**src/rtl/seq_multiplier_8bit_pkg.sv**
```systemverilog
// Purpose: shared state encodings and width constants for the sequential multiplier.
// Latency: n/a (declarations only).
// Backpressure: n/a.
package seq_multiplier_8bit_pkg;

  localparam int OP_W   = 8;               // operand width
  localparam int PROD_W = 16;              // product width
  localparam int ITER_N = 8;               // shift-add iterations per multiply
  localparam int CNT_W  = $clog2(ITER_N);  // iteration counter width

  // Last counter value; the step taken at this count is the final one.
  localparam logic [CNT_W-1:0] LAST_ITER = CNT_W'(ITER_N - 1);

  typedef enum logic [1:0] {
    IDLE = 2'd0,
    CALC = 2'd1,
    DONE = 2'd2
  } state_t;

endpackage

```
**src/rtl/seq_multiplier_8bit_if.sv**
```systemverilog
// Purpose: request/result bundle between a multiply requester and the multiplier.
// Latency: n/a (wires only).
// Backpressure: none; requests are only taken while the multiplier is idle.
interface seq_multiplier_8bit_if;
  import seq_multiplier_8bit_pkg::*;

  logic              start;
  logic [OP_W-1:0]   a;
  logic [OP_W-1:0]   b;
  logic              busy;
  logic              done;
  logic [PROD_W-1:0] p;

  // Requester side: drives operands, observes status and product.
  modport master (
    output start, a, b,
    input  busy, done, p
  );

  // Multiplier side.
  modport slave (
    input  start, a, b,
    output busy, done, p
  );

endinterface

```
**src/rtl/seq_multiplier_8bit_cla.sv**
```systemverilog
// Purpose: 8-bit carry-lookahead adder, every carry built from generate/propagate terms.
// Latency: purely combinational, zero cycles.
// Backpressure: none.
module Carry_Look_Ahead_Adder_8bit (
  input  logic [7:0] a,
  input  logic [7:0] b,
  input  logic       c0,
  output logic [7:0] s,
  output logic       c8
);

  logic [7:0] gen;
  logic [7:0] prop;
  logic [8:0] carry;

  assign gen  = a & b;
  assign prop = a ^ b;

  // Each carry is the OR of every generate term that can propagate up to it,
  // so no carry depends on a lower carry signal (flat lookahead, no ripple).
  always_comb begin : lookahead
    logic acc;
    logic run;
    carry    = '0;
    acc      = 1'b0;
    run      = 1'b0;
    carry[0] = c0;
    for (int i = 0; i < 8; i++) begin
      acc = gen[i];
      run = prop[i];
      for (int j = i - 1; j >= 0; j--) begin
        acc = acc | (run & gen[j]);
        run = run & prop[j];
      end
      acc = acc | (run & c0);
      carry[i+1] = acc;
    end
  end

  assign s  = prop ^ carry[7:0];
  assign c8 = carry[8];

endmodule

```
**src/rtl/seq_multiplier_8bit.sv**
```systemverilog
// Purpose: unsigned 8x8 shift-and-add multiplier, one partial-product step per cycle.
// Latency: accept in IDLE, 8 CALC cycles, then a 1-cycle done pulse; 10 cycles per op.
// Backpressure: start is ignored while busy or done; no request queuing.
module seq_multiplier_8bit
  import seq_multiplier_8bit_pkg::*;
(
  input  logic                  clk,
  input  logic                  rst,
  seq_multiplier_8bit_if.slave  bus
);

  state_t             state_q;
  state_t             state_d;
  logic [OP_W-1:0]    mcand_q;
  logic [OP_W-1:0]    mplier_q;
  logic [OP_W-1:0]    upper_q;
  logic [CNT_W-1:0]   cnt_q;
  logic [PROD_W-1:0]  p_q;

  logic [OP_W-1:0]    addend;
  logic [OP_W-1:0]    sum;
  logic               c8;
  logic [OP_W-1:0]    upper_nxt;
  logic [OP_W-1:0]    mplier_nxt;
  logic               last_step;

  // Partial product is added only when the current multiplier LSB is set.
  assign addend = mplier_q[0] ? mcand_q : '0;

  Carry_Look_Ahead_Adder_8bit u_cla (
    .a  (upper_q),
    .b  (addend),
    .c0 (1'b0),
    .s  (sum),
    .c8 (c8)
  );

  // {c8, sum, multiplier} shifted right by one: the carry drops into the top
  // of the accumulator and the sum LSB moves into the multiplier register.
  assign upper_nxt  = {c8, sum[OP_W-1:1]};
  assign mplier_nxt = {sum[0], mplier_q[OP_W-1:1]};
  assign last_step  = (cnt_q == LAST_ITER);

  // State register; reset wins over any request at the same edge.
  always_ff @(posedge clk) begin
    if (rst) begin
      state_q <= IDLE;
    end else begin
      state_q <= state_d;
    end
  end

  // Next-state decode.
  always_comb begin
    state_d = state_q;
    case (state_q)
      IDLE:    if (bus.start) state_d = CALC;
      CALC:    if (last_step) state_d = DONE;
      DONE:    state_d = IDLE;
      default: state_d = IDLE;
    endcase
  end

  // Datapath: operand capture on accept, one shift-add per CALC cycle, and
  // product capture on the final step; p is otherwise held.
  always_ff @(posedge clk) begin
    if (rst) begin
      mcand_q  <= '0;
      mplier_q <= '0;
      upper_q  <= '0;
      cnt_q    <= '0;
      p_q      <= '0;
    end else begin
      case (state_q)
        IDLE: begin
          if (bus.start) begin
            mcand_q  <= bus.a;
            mplier_q <= bus.b;
            upper_q  <= '0;
            cnt_q    <= '0;
          end
        end
        CALC: begin
          upper_q  <= upper_nxt;
          mplier_q <= mplier_nxt;
          cnt_q    <= cnt_q + 1'b1;
          if (last_step) begin
            p_q <= {upper_nxt, mplier_nxt};
          end
        end
        default: ;
      endcase
    end
  end

  assign bus.busy = (state_q == CALC);
  assign bus.done = (state_q == DONE);
  assign bus.p    = p_q;

endmodule

```
**src/flat_wrapper.sv**
```systemverilog
// flat-port wrapper written by rule: the top's interface ports become plain ports
module seq_multiplier_8bit_flat import seq_multiplier_8bit_pkg::*;
  (clk, rst, bus_start, bus_a, bus_b, bus_busy, bus_done, bus_p);
  seq_multiplier_8bit_if bus_i ();
  input  logic clk;
  input  logic rst;
  input wire logic [$bits(bus_i.start)-1:0] bus_start;
  input wire logic [$bits(bus_i.a)-1:0] bus_a;
  input wire logic [$bits(bus_i.b)-1:0] bus_b;
  output wire logic [$bits(bus_i.busy)-1:0] bus_busy;
  output wire logic [$bits(bus_i.done)-1:0] bus_done;
  output wire logic [$bits(bus_i.p)-1:0] bus_p;
  assign bus_i.start = bus_start;
  assign bus_i.a = bus_a;
  assign bus_i.b = bus_b;
  assign bus_busy = bus_i.busy;
  assign bus_done = bus_i.done;
  assign bus_p = bus_i.p;
  seq_multiplier_8bit u_core (.clk(clk), .rst(rst), .bus(bus_i));
endmodule
```
**config.mk**
```make
export PLATFORM = sky130hd
export DESIGN_NAME = seq_multiplier_8bit_flat
export DESIGN_NICKNAME = d
export VERILOG_FILES = /design/src/rtl/seq_multiplier_8bit_pkg.sv /design/src/rtl/seq_multiplier_8bit_if.sv /design/src/rtl/seq_multiplier_8bit_cla.sv /design/src/rtl/seq_multiplier_8bit.sv /design/src/flat_wrapper.sv
export SDC_FILE = /design/constraint.sdc
export NUM_CORES = 1
export LEC_CHECK = 0
export CORE_AREA = 2 2 67 69
export CTS_CLUSTER_DIAMETER = 100
export DETAILED_ROUTE_END_ITERATION = 10
export DIE_AREA = 0 0 69 71
export PLACE_DENSITY_LB_ADDON = 0.1
export SLEW_MARGIN = 0
export SYNTH_ARGS = -nofsm -noshare
export SYNTH_HDL_FRONTEND = slang
export SYNTH_SLANG_ARGS = --single-unit
```
**constraint.sdc**
```tcl
create_clock -name clk -period 2.6 [get_ports clk]
set_input_delay 0.78 -clock clk [delete_from_list [all_inputs] [get_ports clk]]
set_output_delay 0.78 -clock clk [all_outputs]
set_load 0.02 [all_outputs]
```
# Word-level counts from Yosys, hierarchy flattened

Cells that the tools add are included.

Add/sub/neg operators: 1
Multiply operators: 0
Divide/modulo/power cells: 0
Order comparisons: 0
Equality and inequality tests: 5
Shift operators: 0
Muxes and demuxes: 10
Bitwise operators: 80
Reduce and logical (&&, ||, !) cells: 6

Operator list:

| cell                                                                    | number |
|---|---|
| 1-bit AND                                                               | 49 |
| 8-bit case mux with 2 select lines                                      | 2 |
| 1-bit bitwise OR                                                        | 28 |
| 8-bit 2-to-1 mux                                                        | 3 |
| 8-bit XOR                                                               | 2 |
| 8-bit AND                                                               | 1 |
| 2-bit AND reduction                                                     | 4 |
| 3-bit case mux with 2 select lines                                      | 1 |
| 2-bit 2-to-1 mux                                                        | 2 |
| 2-bit case mux with 2 select lines                                      | 1 |
| 3-bit by 1-bit adder with 3-bit output, second input constant           | 1 |
| 3-bit equality test, second input constant                              | 1 |
| 3-bit 2-to-1 mux                                                        | 1 |
| 2-bit by 1-bit equality test with 1-bit output, second input constant   | 1 |
| 2-bit equality test, second input constant                              | 1 |
| 2-bit logical NOT                                                       | 1 |
| 2-bit by 1-bit inequality test with 1-bit output, second input constant | 1 |
| 2-bit inequality test, second input constant                            | 1 |
| 2-bit nonzero test                                                      | 1 |

Flip-flop bits (word level): 45
Bits in latches: 0
Memory bits (writable): 0
Bits in read-only memories: 0
Bits of input ports: 19
Output and inout bits: 18
Word-level logic and storage cells: 108
Memories: 0

# Depth between registers and ports, before layout

Gate-level depths: netlist of the first run.

Depth in word-level cells: 11
Mapped depth: 8

# Hierarchy

Synthesis of the first run repeated with hierarchy kept, for this count alone.

Cell total of the unflattened synthesis: 186
Area, all modules: 2055.7 um2

By module, submodules not included:

| module                      | times used | cells an instance | area each (um2) | sequential area each (um2) |
|---|---|---|---|---|
| seq_multiplier_8bit         | 1          | 145               | 1722.9          | 900.9 |
| Carry_Look_Ahead_Adder_8bit | 1          | 41                | 332.8           | 0.0 |

# Least setup slack after synthesis of the first run

No wires, ideal clock.

Kind: register to register
Start: reg u_core.mplier_q[0]
End: reg u_core.p_q[13], in the netlist u_core.bus.p[13]
Arrival time: 1.819 ns
Slack: 0.713 ns
Stages on the path, launching flop included: 9
Path buffers: 1
Clock period less this slack: 1.887 ns
Cell sequence: dfxtp_1 and2_1 ha_1 buf_6 a21oi_4 nand2_2 a22o_1 or3_1 a21oi_2

Cells in the longest elaborated chain, start to end: 9

RTL lines:

| what                                                         | line                                                         | text |
|---|---|---|
| from (decl)                                                  | seq_multiplier_8bit.sv:15                                    | `logic [OP_W-1:0] mplier_q;` |
| from (signal assigned)                                       | seq_multiplier_8bit.sv:78                                    | `mplier_q <= bus.b;` |
| from (signal assigned)                                       | seq_multiplier_8bit.sv:85                                    | `mplier_q <= mplier_nxt;` |
| 8-bit 2-to-1 mux *                                           | seq_multiplier_8bit.sv:28                                    | `assign addend = mplier_q[0] ? mcand_q : '0;` |
| 8-bit XOR or 8-bit AND (tied branches)                       | seq_multiplier_8bit_cla.sv:17, seq_multiplier_8bit_cla.sv:16 |  |
| 1-bit AND (on tied branches)                                 | seq_multiplier_8bit_cla.sv:32, seq_multiplier_8bit_cla.sv:33 |  |
| 1-bit bitwise OR, or another cell as far along (3 in series) | seq_multiplier_8bit_cla.sv:32                                | `acc = acc \| (run & gen[j]);` |
| 1-bit bitwise OR or 1-bit AND (tied branches)                | seq_multiplier_8bit_cla.sv:32                                |  |
| 1-bit bitwise OR                                             | seq_multiplier_8bit_cla.sv:32                                |  |
| 8-bit XOR *                                                  | seq_multiplier_8bit_cla.sv:40                                | `assign s = prop ^ carry[7:0];` |
| to (signal assigned)                                         | seq_multiplier_8bit.sv:88                                    | `p_q <= {upper_nxt, mplier_nxt};` |
| to (decl)                                                    | seq_multiplier_8bit.sv:18                                    | `logic [PROD_W-1:0] p_q;` |

Every way passes the cells marked *; elsewhere a longest branch is shown, timed or not.
A chain may end at the register's enable or synchronous reset.

# Worst setup path in the final report of the first run

Start: reg u_core.state_q[0]
End: out bus_busy

Cells in the longest elaborated chain, start to end: 1

RTL lines:

| what                                           | line                      | text |
|---|---|---|
| from (decl)                                    | seq_multiplier_8bit.sv:12 | `state_t state_q;` |
| from (signal assigned)                         | seq_multiplier_8bit.sv:49 | `state_q <= state_d;` |
| 2-bit by 1-bit equality test with 1-bit output | seq_multiplier_8bit.sv:96 | `assign bus.busy = (state_q == CALC);` |
| to (decl)                                      | flat_wrapper.sv:10        | `output wire logic [$bits(bus_i.busy)-1:0] bus_busy;` |

Every way passes these cells.

==> results of run 1 <==
[flip-flops by register name, indices dropped and copies added (netlist names)]
register and flops:
u_core.bus.p 16, u_core.cnt_q 3, u_core.mcand_q 8, u_core.mplier_q 8
u_core.state_q 2, u_core.upper_q 8
[synthesized netlist by cell type, types with 2 or more instances]
master,n
nand2_1,45
xnor2_1,3
nor2_1,37
dfxtp_1,45
and2_1,9
a22oi_1,4
a22o_1,5
o21ai_0,3
a31oi_1,3
clkbuf_1,7
buf_2,4
inv_1,3
nor4b_1,2
nor3_1,3
buf_1,2
a21oi_1,18
a211oi_1,3
a311oi_1,8
ha_1,10
mux2i_1,8
[kinds of logic (layout without fill, tap and decap cells)]
logic type                 Yosys count  after routing
DFF                                 45             45
muxes                                8              8
xor gates and xnor gates             4              4
and+or+nand+nor                    104            104
AOI/OAI and AO/OA                   54             54
adders and majority gates           11             11
buffers and inverters               18             56
[power by group]
group	leakage [nW]	switching (W)	internal (W)
logic	0.617	0.0000748	0.0000689
clock network	0.0681	0.000241	0.000382
registers	0.366	0.0000191	0.000713
total	1.05	0.000334	0.00116
[cells in the final DEF (no fill, tap or decap), drive strengths merged, types with 4 or more instances in the layout]
| cell type | instances |
|---|---|
| clkdlybuf4s50 | 36 |
| and2 | 9 |
| ha | 10 |
| nand2 | 46 |
| a22oi | 4 |
| mux2i | 8 |
| a21oi | 20 |
| nor2 | 38 |
| inv | 4 |
| a22o | 5 |
| dfxtp | 45 |
| clkbuf | 5 |
| a211oi | 4 |
| buf | 8 |
| a311oi | 8 |
[critical path, cell delays in order, from the launching register on]
cell and delay [ps]:
dfxtp_1 420, nand2_1 100, inv_2 170, clkdlybuf4s50_1 630
[cell type report]
type                       count  area share
multi-input combinational    181       0.417
clock buffer                   5      0.0261
clock inverter                 3      0.0247
timing repair buffer          44       0.160
tap                           52      0.0247
inverter                       4     0.00570
sequential                    45       0.342
[how the worst min path moves through the flow]
stage                       startpoint         endpoint  slack, ps  depth (start not counted)
floorplan           u_core.mplier_q[1]  u_core.bus.p[0]        450                          2
global placement       u_core.bus.p[2]  u_core.bus.p[2]        440                          2
detailed placement     u_core.bus.p[5]  u_core.bus.p[5]        450                          2
finish                 u_core.bus.p[0]  u_core.bus.p[0]        450                          2
CTS                    u_core.bus.p[0]  u_core.bus.p[0]        460                          2
global route           u_core.bus.p[1]  u_core.bus.p[1]        480                          2
[per-stage QoR]
step,hold WS (ps),setup WS (ps),total power (W),utilization
floorplan,446,713,0.000832,-
global placement,441,400,0.000890,0.595
detailed placement,446,388,0.000892,0.595
CTS,457,181,0.00151,0.627
global route,476,87.0,0.00156,0.627
finish,454,190,0.00150,0.627
[routing by layer]
layer / up-vias / global-route usage / wire length [µm]
met4: 0 / 0.111 / 87
met3: 8 / 0.0385 / 174
met1: 810 / 0.256 / 2260
li1: 924 / - / -
met5: - / 0 / 0
met2: 34 / 0.303 / 1990
==> summary.txt, run 1 <==
Status: complete, no violations
Die width: 69 µm
Yosys top cell area share: 0.433
Highest Clock Rate: 415 MHz
Compound-Gate Fraction of Synth Area: 0.185
DRT antenna net count: 0
Initial DRT Pass Iterations: 4
Filler cells: 391
Synth-to-layout area growth: 26.6%
Post-DR wirelength/cell: 13.5 µm
Yosys Warn Count: 0
Setup CP Type: reg2out
Site Rows: 24
Reg clk slew, reported paths: 80 ps
Grt total ovfl: 0
Critical R2R Launch: u_core.mplier_q[0]
RSZ-0062 raised after global routing: false
Die ar.: 4900 µm²
Initial drt markers: 97
Final Max Tran Viols: 0
Depth of the most critical reg-to-reg path: 7
Die Ht: 71 µm
Vias/cell: 5.32
Syn avg cell area: 8.53 µm²
Placed cell area: 2500 µm²
Share of cells above drive strength 1: 0.0816
DRC: 0
Synthesized area: 2080 µm²
CP required: 1820 ps
CP Launch Point: u_core.state_q[0]
Slew Limit Headroom: 0.606
Synth Area in Adders: 0.0698
GP Congestion: 0.898
Worst vdd ir: 297 µV
Post-Syn Instances: 244
Cell Count Post-Placement: 326
Distinct cells, synth: 42
Main synth FF type: dfxtp_1
Non-Filler Instances: 334
Period minus WS final: 2410 ps
TritonCTS clock tree: yes
Post-synth ARST share: 0
Initial antenna violation count: 0
Starting Density: 0.495
PostCTS Resize Cnt: 0
# hold bufs at CTS: 0
Vias: 1776
Total GRT Usage: 0.196
Clk_skew: 6.76 ps
NumNets Final: 311
EDFF count, synth: 0
Routed WL: 4520 µm
Sequential area share after synthesis: 0.433
Startpoint types: flip-flop
Synth Area in Simple Gates: 0.219
Area leader, netlist: dfxtp_1
CTS Buf Count: 5
Antenna cell count: 0
Core ar.: 4200 µm²
Min-delay worst type: reg2reg
Critical Path Sink: bus_busy
First-pass GRT wire length: 7670 µm
I/O pins: 37
Register bit total from synthesis: 45
Post-CTS Setup Repair Bufs: 0
Fin. Hold Viols: 0
Power Density: 569 nW/µm²
Post-route cell area: 2640 µm²
Setup TNS: 0 ps
Vias in the first global route: 1660
CP Max Fanout: 10
Deepest clock path buffer count: 2
H-tree depth: 2
Top cells by area, synth: dfxtp_1 (43%), nand2_1 (8.1%), nor2_1 (6.7%)
Leakage: 1.05 nW
Worst slew pin tran: 591 ps
Crit Reg-Reg Endpoint: u_core.bus.p[13]
Skew-Pair Late Insertion Delay: 310 ps
Root buffer cell: clkbuf_8
Mux cell area share after synthesis: 0.0385
Hpwl dp: 3180 µm
Number of max-cap violations: 0
Area of the multi-input gates: 1100 µm²
R2r setup slk: 410 ps
FF/Latch Area: 901 µm²
# port buffers: 36
Xor/xnor share of the synthesized area: 0.0168
Main combinational cell family by area after synthesis: simple AND/OR/NAND/NOR gates
Worst Setup End Kind: output port
Largest net degree at the start of global routing: 21
Final period utilization: 0.927
Arr. time, crit path: 1630 ps
Clock sink count: 45
Final setup viols: 0
Syn Nets: 274
(Power assumes the default switching activity.)
==> inputs of run 2 (changes only) <==
--- a/config.mk
+++ b/config.mk
@@ -5,6 +5,7 @@
 export SDC_FILE = /design/constraint.sdc
 export NUM_CORES = 1
 export LEC_CHECK = 0
+export CAP_MARGIN = 10
 export CORE_AREA = 2 2 67 69
 export CTS_CLUSTER_DIAMETER = 100
 export DETAILED_ROUTE_END_ITERATION = 10
==> results of run 2 <==
No change in the layout: final DEF, timing and power equal those of run 1.
